$ cat src/rtl/z16_dmem_arbiter_if.sv
// Bundle of the two requester ports and the data memory port of the Z16 data memory arbiter.
interface z16_dmem_arbiter_if #(
    parameter int P_AW = 16,
    parameter int P_DW = 16
);
    logic            i_req0;
    logic            i_req1;
    logic            i_we0;
    logic            i_we1;
    logic [P_AW-1:0] i_addr0;
    logic [P_AW-1:0] i_addr1;
    logic [P_DW-1:0] i_wdata0;
    logic [P_DW-1:0] i_wdata1;
    logic            o_gnt0;
    logic            o_gnt1;
    logic            o_rvalid0;
    logic            o_rvalid1;
    logic [P_DW-1:0] o_rdata0;
    logic [P_DW-1:0] o_rdata1;
    logic [P_AW-1:0] o_mem_addr;
    logic            o_mem_wen;
    logic [P_DW-1:0] o_mem_wdata;
    logic [P_DW-1:0] i_mem_rdata;

    modport slave (
        input  i_req0, i_req1, i_we0, i_we1, i_addr0, i_addr1, i_wdata0, i_wdata1,
        input  i_mem_rdata,
        output o_gnt0, o_gnt1, o_rvalid0, o_rvalid1, o_rdata0, o_rdata1,
        output o_mem_addr, o_mem_wen, o_mem_wdata
    );

    modport master (
        output i_req0, i_req1, i_we0, i_we1, i_addr0, i_addr1, i_wdata0, i_wdata1,
        output i_mem_rdata,
        input  o_gnt0, o_gnt1, o_rvalid0, o_rvalid1, o_rdata0, o_rdata1,
        input  o_mem_addr, o_mem_wen, o_mem_wdata
    );
endinterface

$ cat src/rtl/z16_dmem_arbiter.sv
// Round-robin arbiter sharing the single-port Z16 data memory between the CPU
// load/store port (0) and the loader/debug port (1).
module z16_dmem_arb_rport #(
    parameter int P_DW = 16
) (
    input  logic            i_clk,
    input  logic            i_rst_n,
    input  logic            ld,
    input  logic [P_DW-1:0] d,
    output logic            rvalid,
    output logic [P_DW-1:0] rdata
);
    always_ff @(posedge i_clk or negedge i_rst_n) begin
        if (!i_rst_n) begin
            rvalid <= 1'b0;
            rdata  <= '0;
        end else begin
            rvalid <= ld;
            if (ld) rdata <= d;
        end
    end
endmodule

module z16_dmem_arbiter #(
    parameter int P_AW      = 16,
    parameter int P_DW      = 16,
    parameter int P_MEM_LAT = 1
) (
    input  logic              i_clk,
    input  logic              i_rst_n,
    z16_dmem_arbiter_if.slave bus
);
    localparam logic [3:0] LAT_M1 = 4'(P_MEM_LAT - 1);

    typedef enum logic {IDLE = 1'b0, ACCESS = 1'b1} state_t;

    state_t          state;
    logic            rr_ptr;
    logic [3:0]      lat_cnt;
    logic            cap_owner;
    logic            cap_we;
    logic [P_AW-1:0] cap_addr;
    logic [P_DW-1:0] cap_wdata;

    logic [1:0]            req, we, gnt, rd_ld, rvalid;
    logic [1:0][P_AW-1:0]  addr;
    logic [1:0][P_DW-1:0]  wdata, rdata;
    logic                  win, last;

    assign req   = {bus.i_req1, bus.i_req0};
    assign we    = {bus.i_we1, bus.i_we0};
    assign addr  = {bus.i_addr1, bus.i_addr0};
    assign wdata = {bus.i_wdata1, bus.i_wdata0};

    // Grant is gated by reset so every output reads 0 while reset is held.
    always_comb begin
        gnt = 2'b00;
        if (state == IDLE && i_rst_n) begin
            if (req[0] && (!req[1] || !rr_ptr)) gnt[0] = 1'b1;
            else if (req[1])                    gnt[1] = 1'b1;
        end
    end

    assign win  = gnt[1];
    assign last = (state == ACCESS) && (lat_cnt == 4'd0);

    always_ff @(posedge i_clk or negedge i_rst_n) begin
        if (!i_rst_n) begin
            state     <= IDLE;
            rr_ptr    <= 1'b0;
            lat_cnt   <= 4'd0;
            cap_owner <= 1'b0;
            cap_we    <= 1'b0;
            cap_addr  <= '0;
            cap_wdata <= '0;
        end else begin
            case (state)
                IDLE: begin
                    if (|gnt) begin
                        cap_owner <= win;
                        cap_we    <= we[win];
                        cap_addr  <= addr[win];
                        cap_wdata <= wdata[win];
                        rr_ptr    <= ~win;
                        lat_cnt   <= LAT_M1;
                        state     <= ACCESS;
                    end
                end
                ACCESS: begin
                    if (lat_cnt != 4'd0) lat_cnt <= lat_cnt - 4'd1;
                    else                 state   <= IDLE;
                end
                default: state <= IDLE;
            endcase
        end
    end

    // Read data is sampled on the final access cycle and presented one cycle later.
    assign rd_ld = (last && !cap_we) ? (cap_owner ? 2'b10 : 2'b01) : 2'b00;

    for (genvar g = 0; g < 2; g++) begin : g_port
        z16_dmem_arb_rport #(.P_DW(P_DW)) u_rport (
            .i_clk   (i_clk),
            .i_rst_n (i_rst_n),
            .ld      (rd_ld[g]),
            .d       (bus.i_mem_rdata),
            .rvalid  (rvalid[g]),
            .rdata   (rdata[g])
        );
    end

    assign bus.o_gnt0      = gnt[0];
    assign bus.o_gnt1      = gnt[1];
    assign bus.o_rvalid0   = rvalid[0];
    assign bus.o_rvalid1   = rvalid[1];
    assign bus.o_rdata0    = rdata[0];
    assign bus.o_rdata1    = rdata[1];
    assign bus.o_mem_addr  = (state == ACCESS) ? cap_addr  : '0;
    assign bus.o_mem_wdata = (state == ACCESS) ? cap_wdata : '0;
    assign bus.o_mem_wen   = last && cap_we;
endmodule
$ cat src/flat_wrapper.sv
// flat-port wrapper written by rule: the top's interface ports become plain ports
module z16_dmem_arbiter_flat 
#(
    parameter int P_AW      = 16,
    parameter int P_DW      = 16,
    parameter int P_MEM_LAT = 1
)
  (i_clk, i_rst_n, bus_i_req0, bus_i_req1, bus_i_we0, bus_i_we1, bus_i_addr0, bus_i_addr1, bus_i_wdata0, bus_i_wdata1, bus_i_mem_rdata, bus_o_gnt0, bus_o_gnt1, bus_o_rvalid0, bus_o_rvalid1, bus_o_rdata0, bus_o_rdata1, bus_o_mem_addr, bus_o_mem_wen, bus_o_mem_wdata);
  z16_dmem_arbiter_if #(.P_AW(P_AW), .P_DW(P_DW)) bus_i ();
  input  logic i_clk;
  input  logic i_rst_n;
  input wire logic [$bits(bus_i.i_req0)-1:0] bus_i_req0;
  input wire logic [$bits(bus_i.i_req1)-1:0] bus_i_req1;
  input wire logic [$bits(bus_i.i_we0)-1:0] bus_i_we0;
  input wire logic [$bits(bus_i.i_we1)-1:0] bus_i_we1;
  input wire logic [$bits(bus_i.i_addr0)-1:0] bus_i_addr0;
  input wire logic [$bits(bus_i.i_addr1)-1:0] bus_i_addr1;
  input wire logic [$bits(bus_i.i_wdata0)-1:0] bus_i_wdata0;
  input wire logic [$bits(bus_i.i_wdata1)-1:0] bus_i_wdata1;
  input wire logic [$bits(bus_i.i_mem_rdata)-1:0] bus_i_mem_rdata;
  output wire logic [$bits(bus_i.o_gnt0)-1:0] bus_o_gnt0;
  output wire logic [$bits(bus_i.o_gnt1)-1:0] bus_o_gnt1;
  output wire logic [$bits(bus_i.o_rvalid0)-1:0] bus_o_rvalid0;
  output wire logic [$bits(bus_i.o_rvalid1)-1:0] bus_o_rvalid1;
  output wire logic [$bits(bus_i.o_rdata0)-1:0] bus_o_rdata0;
  output wire logic [$bits(bus_i.o_rdata1)-1:0] bus_o_rdata1;
  output wire logic [$bits(bus_i.o_mem_addr)-1:0] bus_o_mem_addr;
  output wire logic [$bits(bus_i.o_mem_wen)-1:0] bus_o_mem_wen;
  output wire logic [$bits(bus_i.o_mem_wdata)-1:0] bus_o_mem_wdata;
  assign bus_i.i_req0 = bus_i_req0;
  assign bus_i.i_req1 = bus_i_req1;
  assign bus_i.i_we0 = bus_i_we0;
  assign bus_i.i_we1 = bus_i_we1;
  assign bus_i.i_addr0 = bus_i_addr0;
  assign bus_i.i_addr1 = bus_i_addr1;
  assign bus_i.i_wdata0 = bus_i_wdata0;
  assign bus_i.i_wdata1 = bus_i_wdata1;
  assign bus_i.i_mem_rdata = bus_i_mem_rdata;
  assign bus_o_gnt0 = bus_i.o_gnt0;
  assign bus_o_gnt1 = bus_i.o_gnt1;
  assign bus_o_rvalid0 = bus_i.o_rvalid0;
  assign bus_o_rvalid1 = bus_i.o_rvalid1;
  assign bus_o_rdata0 = bus_i.o_rdata0;
  assign bus_o_rdata1 = bus_i.o_rdata1;
  assign bus_o_mem_addr = bus_i.o_mem_addr;
  assign bus_o_mem_wen = bus_i.o_mem_wen;
  assign bus_o_mem_wdata = bus_i.o_mem_wdata;
  z16_dmem_arbiter #(.P_AW(P_AW), .P_DW(P_DW), .P_MEM_LAT(P_MEM_LAT)) u_core (.i_clk(i_clk), .i_rst_n(i_rst_n), .bus(bus_i));
endmodule
$ cat config.mk
export PLATFORM = sky130hd
export DESIGN_NAME = z16_dmem_arbiter_flat
export DESIGN_NICKNAME = d
export VERILOG_FILES = /design/src/rtl/z16_dmem_arbiter_if.sv /design/src/rtl/z16_dmem_arbiter.sv /design/src/flat_wrapper.sv
export SDC_FILE = /design/constraint.sdc
export NUM_CORES = 1
export LEC_CHECK = 0
export ABC_AREA = 1
export CELL_PAD_IN_SITES_DETAIL_PLACEMENT = 0
export CELL_PAD_IN_SITES_GLOBAL_PLACEMENT = 2
export CORE_MARGIN = 1
export CORE_UTILIZATION = 25
export CTS_CLUSTER_DIAMETER = 30
export CTS_CLUSTER_SIZE = 16
export DETAILED_ROUTE_END_ITERATION = 8
export PLACE_DENSITY = 0.86
export SETUP_SLACK_MARGIN = 0.5
export SLEW_MARGIN = 10
export SYNTH_ARGS = -nofsm -noshare
export SYNTH_HDL_FRONTEND = slang
export SYNTH_HIERARCHICAL = 1
export SYNTH_SLANG_ARGS = --single-unit
$ cat constraint.sdc
create_clock -name i_clk -period 2.7 [get_ports i_clk]
set_input_delay 0.675 -clock i_clk [delete_from_list [all_inputs] [get_ports i_clk]]
set_output_delay 0.675 -clock i_clk [all_outputs]
set_load 0.05 [all_outputs]
; ---- Word level (Yosys, flattened, before mapping)
; Index checks and enable logic that the tools add are counted.
[op_classes]
eq_ne = 2
magnitude_cmp = 1
muxes = 20
n_addsub = 1
reduce_logical = 14
n_bitwise = 2
[op_table]
columns = cell, n
row1 = 16-bit two-way mux, 6
row2 = 4-bit two-way mux, 2
row3 = 4-bit case mux with 2 select lines, 1
row4 = 1-bit two-way mux, 7
row5 = 2-bit two-way mux, 3
row6 = 1-bit logical AND, 5
row7 = 4-bit logical NOT, 1
row8 = "2-bit inequality test, second input constant", 2
row9 = 2-bit AND reduction, 2
row10 = 4-bit nonzero test, 1
row11 = "4-bit by 1-bit subtractor with 4-bit output, second input constant", 1
row12 = 1-bit logical NOT, 3
row13 = "1-bit by 2-bit less-than comparator with 1-bit output, second input constant", 1
row14 = 1-bit inverter, 2
row15 = 1-bit case mux with 2 select lines, 1
row16 = 2-bit OR reduction, 1
row17 = 1-bit logical OR, 1
[totals]
inputBits = 86
out_inout_bits = 69
regBits = 74

; ---- Logic depth before layout (Yosys ltp)
[depth]
word_depth = 8
depth_mapped = 10
ltp_nobuf = 8

; ---- By module
; The synthesis kept the hierarchy.
[by_module_without_submodules]
columns = module, n_inst, cells_each, area_each_um2, seq_area_each_um2
row1 = z16_dmem_arbiter, 1, 349, 2351.0, 1001.0
row2 = z16_dmem_arb_rport, 2, 69, 669.4, 425.4

; ---- Worst setup path before layout
; OpenSTA, ideal clock, no wires.
[synth_timing]
kind = reg-to-output
startpoint = reg u_core.lat_cnt[0]
endpoint = out bus_o_mem_wen
arrival_ns = 1.772
path_stages_with_launch = 5
n_path_buf = 0
path_slack_ns = 0.253
cell_sequence = dfrtp_1 inv_1 ha_1 nand3_1 nor3_1
[synth_between]
elab_chain_len = 3
[synth_lines]
columns = item, line
row1 = from (decl), z16_dmem_arbiter.sv:39  ; logic [3:0] lat_cnt;
row2 = from (signal assigned), z16_dmem_arbiter.sv:90  ; if (lat_cnt != 4'd0) lat_cnt <= lat_cnt - 4'd1;
row3 = 4-bit logical NOT, z16_dmem_arbiter.sv:65  ; assign last = (state == ACCESS) && (lat_cnt == 4'd0);
row4 = 1-bit logical AND, z16_dmem_arbiter.sv:65
row5 = 1-bit logical AND, z16_dmem_arbiter.sv:120  ; assign bus.o_mem_wen = last && cap_we;
row6 = to (decl), flat_wrapper.sv:28  ; output wire logic [$bits(bus_i.o_mem_wen)-1:0] bus_o_mem_wen;
; Every way passes these cells.

; ---- Final worst setup path
[layout_timing]
startpoint = reg u_core.g_port[0].u_rport.rdata[13]
endpoint = out bus_o_rdata0[13]
[layout_lines]
columns = item, line
row1 = from (decl), z16_dmem_arbiter.sv:11  ; output logic [P_DW-1:0] rdata
row2 = from (signal assigned), z16_dmem_arbiter.sv:16  ; rdata <= '0;
row3 = from (signal assigned), z16_dmem_arbiter.sv:19  ; if (ld) rdata <= d;
row4 = to (decl), flat_wrapper.sv:25  ; output wire logic [$bits(bus_i.o_rdata0)-1:0] bus_o_rdata0;
; No word-level cell between the ends.

==> results.txt <==
The cell-internal power came out at 4.03 mW. Counting instances in the post-synthesis netlist gives the leading cell types as 233 x sky130_fd_sc_hd__nand2_1, 74 x sky130_fd_sc_hd__dfrtp_1, 70 x sky130_fd_sc_hd__inv_1. Setup repair after global routing left no endpoint under its margin.

The total overflow reported by the global router came out at 0. For this design the total switching power over the nets is around 3.4 mW. The share of the clock period used by the worst path after layout came out at about four fifths. The post-detailed-route DRC marker count came out at 0. TritonCTS built the clock tree. The number of max-slew violations in the final report was 0.

The first detailed-routing pass ran for 4 iterations. The portion of synthesized cell area occupied by the leading cell type came out at 50.2%. Yosys mapped the design onto 23 distinct sky130hd cell types. The synthesized design spends more area on one cell type than any other, namely sky130_fd_sc_hd__dfrtp_1. The number of standard cells after synthesis came out at 487. The post-synthesis async set-or-reset flop share came out at 100%. The maximum ir drop on the vdd rail came out at 0.000405 V. The post-synthesis register bit count is 74. The synthesized netlist net count came out at 574. The floorplan core area came out at 14,500 µm². The biggest fanout along the worst timing path came out at 2. The total clock buffers created by CTS came out at 9.

For the final routed database, the setup TNS stands at 0 ns. The max capacitance violation total came out at 0. Dividing total power by cell area gives a power density of 1220 nW/µm². The die width is 123 µm. In this run the clock root is driven by a sky130_fd_sc_hd__clkbuf_16.

Registers are responsible for 26.3% of the overall power. For this run, the share of the core covered by cells in the final layout is 42.3%. The first routing iteration left 189 violations. Together, buffers and inverters on the worst path number 1. The count of placed standard cells in the final layout, fillers left out is ~840. Headroom to the max-slew limit came out at 35.0%. The portion of total power attributed to combinational logic is 57.2%.

For this design the top-level I/O count stands at approximately 160. The routability-driven placement congestion ratio is 0.771. The worst endpoint data arrival time is 1.49 ns. The clock period minus final worst setup slack came out at approximately 2.2 ns. The initial antenna violation count is 1.

By instance count, the leading cell after synthesis is sky130_fd_sc_hd__nand2_1. In this run the remaining antenna-violating nets after routing total 0. Yosys printed 6 warnings.

In the synthesized netlist the dominant register cell turns out to be sky130_fd_sc_hd__dfrtp_1. The average wire per cell in the routed design came out at roughly 13 µm. The total number of placement rows came out at 44. The class of the tightest hold or removal check is register to register. By area the synthesized netlist is led by sky130_fd_sc_hd__dfrtp_1 50%, sky130_fd_sc_hd__nand2_1 24%, sky130_fd_sc_hd__nand3_1 7.3%. The number of enable-type register cells in the synthesized netlist is 0.

The tree built by TritonCTS fans out to 74 sinks. The global-route wire length before repair is ~17,000 µm. In the routed layout, each cell is associated on average with a via count of roughly 4.2.

The number of port buffers came out at between 150 and 200. The floorplan step set the die height to around 120 µm. Among cell families on the critical path, the largest total delay comes from buffers and inverters. The power share of the clock group came out at 16.5%. The count of endpoints failing hold in the final timing report came to 0. The final route contains ~3,500 vias.

Hold repair after CTS inserted 0 buffers. The synthesized area divided by synthesized cell count came out at 7.58 µm². The transition time of the tightest slew-check pin is 0.976 ns. The largest net degree at the start of global routing came out at between 70 and 80. The detailed-placement wirelength estimate is roughly 8000 µm. The leakage power came out at 3.40 nW. The critical path goes through clkdlybuf4s50_1. Net switching is 46.1% of the power. The number of global-route vias before repair is 3,415. The insertion delay of the later-clocked pin in the worst-skew pair is 0.34 ns. The maximum buffer depth of the clock tree came out at 2. Cells with a size suffix above 1 make up 14.5% of the layout. The sequential-to-total area share from yosys stat is approximately 50%. Data on the critical path is required at its endpoint by 2.03 ns.

By startpoint and endpoint, the worst setup path is classified as register to output port. The timing-limited maximum frequency came out at 462 MHz. The worst clock skew came out at between 0.005 and 0.006 ns. For this design, the slowest cell found on the critical path is sky130_fd_sc_hd__clkdlybuf4s50_1. Setup violations remaining at the end of the flow were counted as 0.

The final layout contains 732 nets. The die area came out at 15,200 µm². The worst setup path is launched from a register. The final routed wirelength across all metal layers came out at 10,600 µm. The clock-pin slew reported for the worst setup and hold paths after clock tree synthesis came out at 0.05 ns. The total global routing track utilization is 14.4%. The cell area after synthesis came out at 3690 µm². STA classifies the critical path endpoint as an output port. The flow ran to the end, and the final reports show no timing, DRC or antenna violations. The initial standard-cell utilization of the core came out at 25.5%. The longest individual stage delay on the worst path came out at 0.81 ns. The depth of the CTS H-tree is 3.

Including well taps, the total number of placed cells is 817. The layout overhead on the synthesized area is 65.9%.
[final cells by class]
type	instances	area, µm²
antenna	1	2.50
clock buffer	12	267
clock inverter	4	48.8
fill	1448	8360
inverter	74	295
multi-input combinational	318	1410
sequential	74	1850
tap	184	230
timing repair buffer	168	2020
[power by group through the flow]
stage               Sequential, mW  Combinational [mW]  Clock, mW
detailed placement            1.99                4.33          0
global route                  2.03                4.59       1.33
finish                        1.96                4.28       1.24
CTS                           1.98                4.33       1.28
floorplan                     2.78                1.77          0
global placement              1.97                4.28          0
[path summary, 6_finish.rpt]
path / from / to / slack, ns / cells past startpoint
setup / recovery: u_core/g_port[0].u_rport/rdata[13] / bus_o_rdata0[13] / 0.54 / 1
hold / removal: u_core/g_port[0].u_rport/rdata[2] / u_core/g_port[0].u_rport/rdata[2] / 0.46 / 2
setup reg to reg: u_core/lat_cnt[0] / u_core/g_port[0].u_rport/rdata[14] / 0.96 / 8
hold reg to reg: u_core/g_port[0].u_rport/rdata[2] / u_core/g_port[0].u_rport/rdata[2] / 0.46 / 2
max in group asynchronous: i_rst_n / u_core/g_port[1].u_rport/rdata[15] / 1.43 / 2
min in group asynchronous: i_rst_n / u_core/cap_wdata[8] / 0.61 / 2
[worst reg2reg max path, cell delays in order (launching register included)]
cell and delay, ns:
sky130_fd_sc_hd__dfrtp_1 0.40, sky130_fd_sc_hd__inv_2 0.08, sky130_fd_sc_hd__ha_4 0.15, sky130_fd_sc_hd__nand3_4 0.09, sky130_fd_sc_hd__nand3b_1 0.20, sky130_fd_sc_hd__nor2_1 0.29
sky130_fd_sc_hd__buf_4 0.30, sky130_fd_sc_hd__nand2_1 0.09, sky130_fd_sc_hd__nand2_1 0.07
[cells in the final DEF (no fill, tap or decap), types with 2 or more instances in the layout]
master,n
sky130_fd_sc_hd__nor2_1,8
sky130_fd_sc_hd__nand2_2,11
sky130_fd_sc_hd__nand2_4,3
sky130_fd_sc_hd__buf_12,35
sky130_fd_sc_hd__nor2_4,2
sky130_fd_sc_hd__dfrtp_1,74
sky130_fd_sc_hd__clkbuf_8,3
sky130_fd_sc_hd__clkbuf_16,9
sky130_fd_sc_hd__inv_2,3
sky130_fd_sc_hd__nand2_1,232
sky130_fd_sc_hd__nand3_1,53
sky130_fd_sc_hd__inv_6,3
sky130_fd_sc_hd__clkinv_2,2
sky130_fd_sc_hd__inv_1,67
sky130_fd_sc_hd__dlymetal6s2s_1,17
sky130_fd_sc_hd__buf_4,15
sky130_fd_sc_hd__clkdlybuf4s50_1,89
sky130_fd_sc_hd__dlygate4sd2_1,12
[timing repair]
item                                    CTS  global route
pin swaps                                 3             1
resized for setup                        23            17
endpoints found under the setup margin   13            18
setup buffers                             1             0
[kinds of logic after synthesis]
family	count (synthesis)	share of synthesized area, %
simple gates	315	35.9
compound gates	2	0.373
buf+inv	95	13.2
fa+ha+maj	1	0.339
flops	74	50.2
[stage by stage]
step	cell area [µm²]	power, mW	worst slack (ns)	hold WS, ns
finish	6120	7.48	0.536	0.463
detailed placement	5730	6.32	0.363	0.458
global route	6120	7.96	0.501	0.490
floorplan	3690	4.56	0.624	0.379
global placement	5730	6.25	0.365	0.453
CTS	6080	7.59	0.502	0.473
[flip-flops by register name, summed over array words and instances, names as in the netlist]
name and cells:
u_core/state 1, u_core/g_port.u_rport/rdata 32, u_core/g_port.u_rport/rvalid 2, u_core/rr_ptr 1, u_core/cap_owner 1, u_core/cap_addr 16
u_core/cap_wdata 16, u_core/cap_we 1, u_core/lat_cnt 4
[layer usage]
metal	share of wire [%]	global-route usage (%)	up-vias
met3	6.4	3.41	14
met2	48	23.2	112
met5	0	0	-
met4	1.6	6.25	0
met1	44	18.4	1624
li1	-	-	1760
Note: power is estimated with default switching activity, not from simulation.
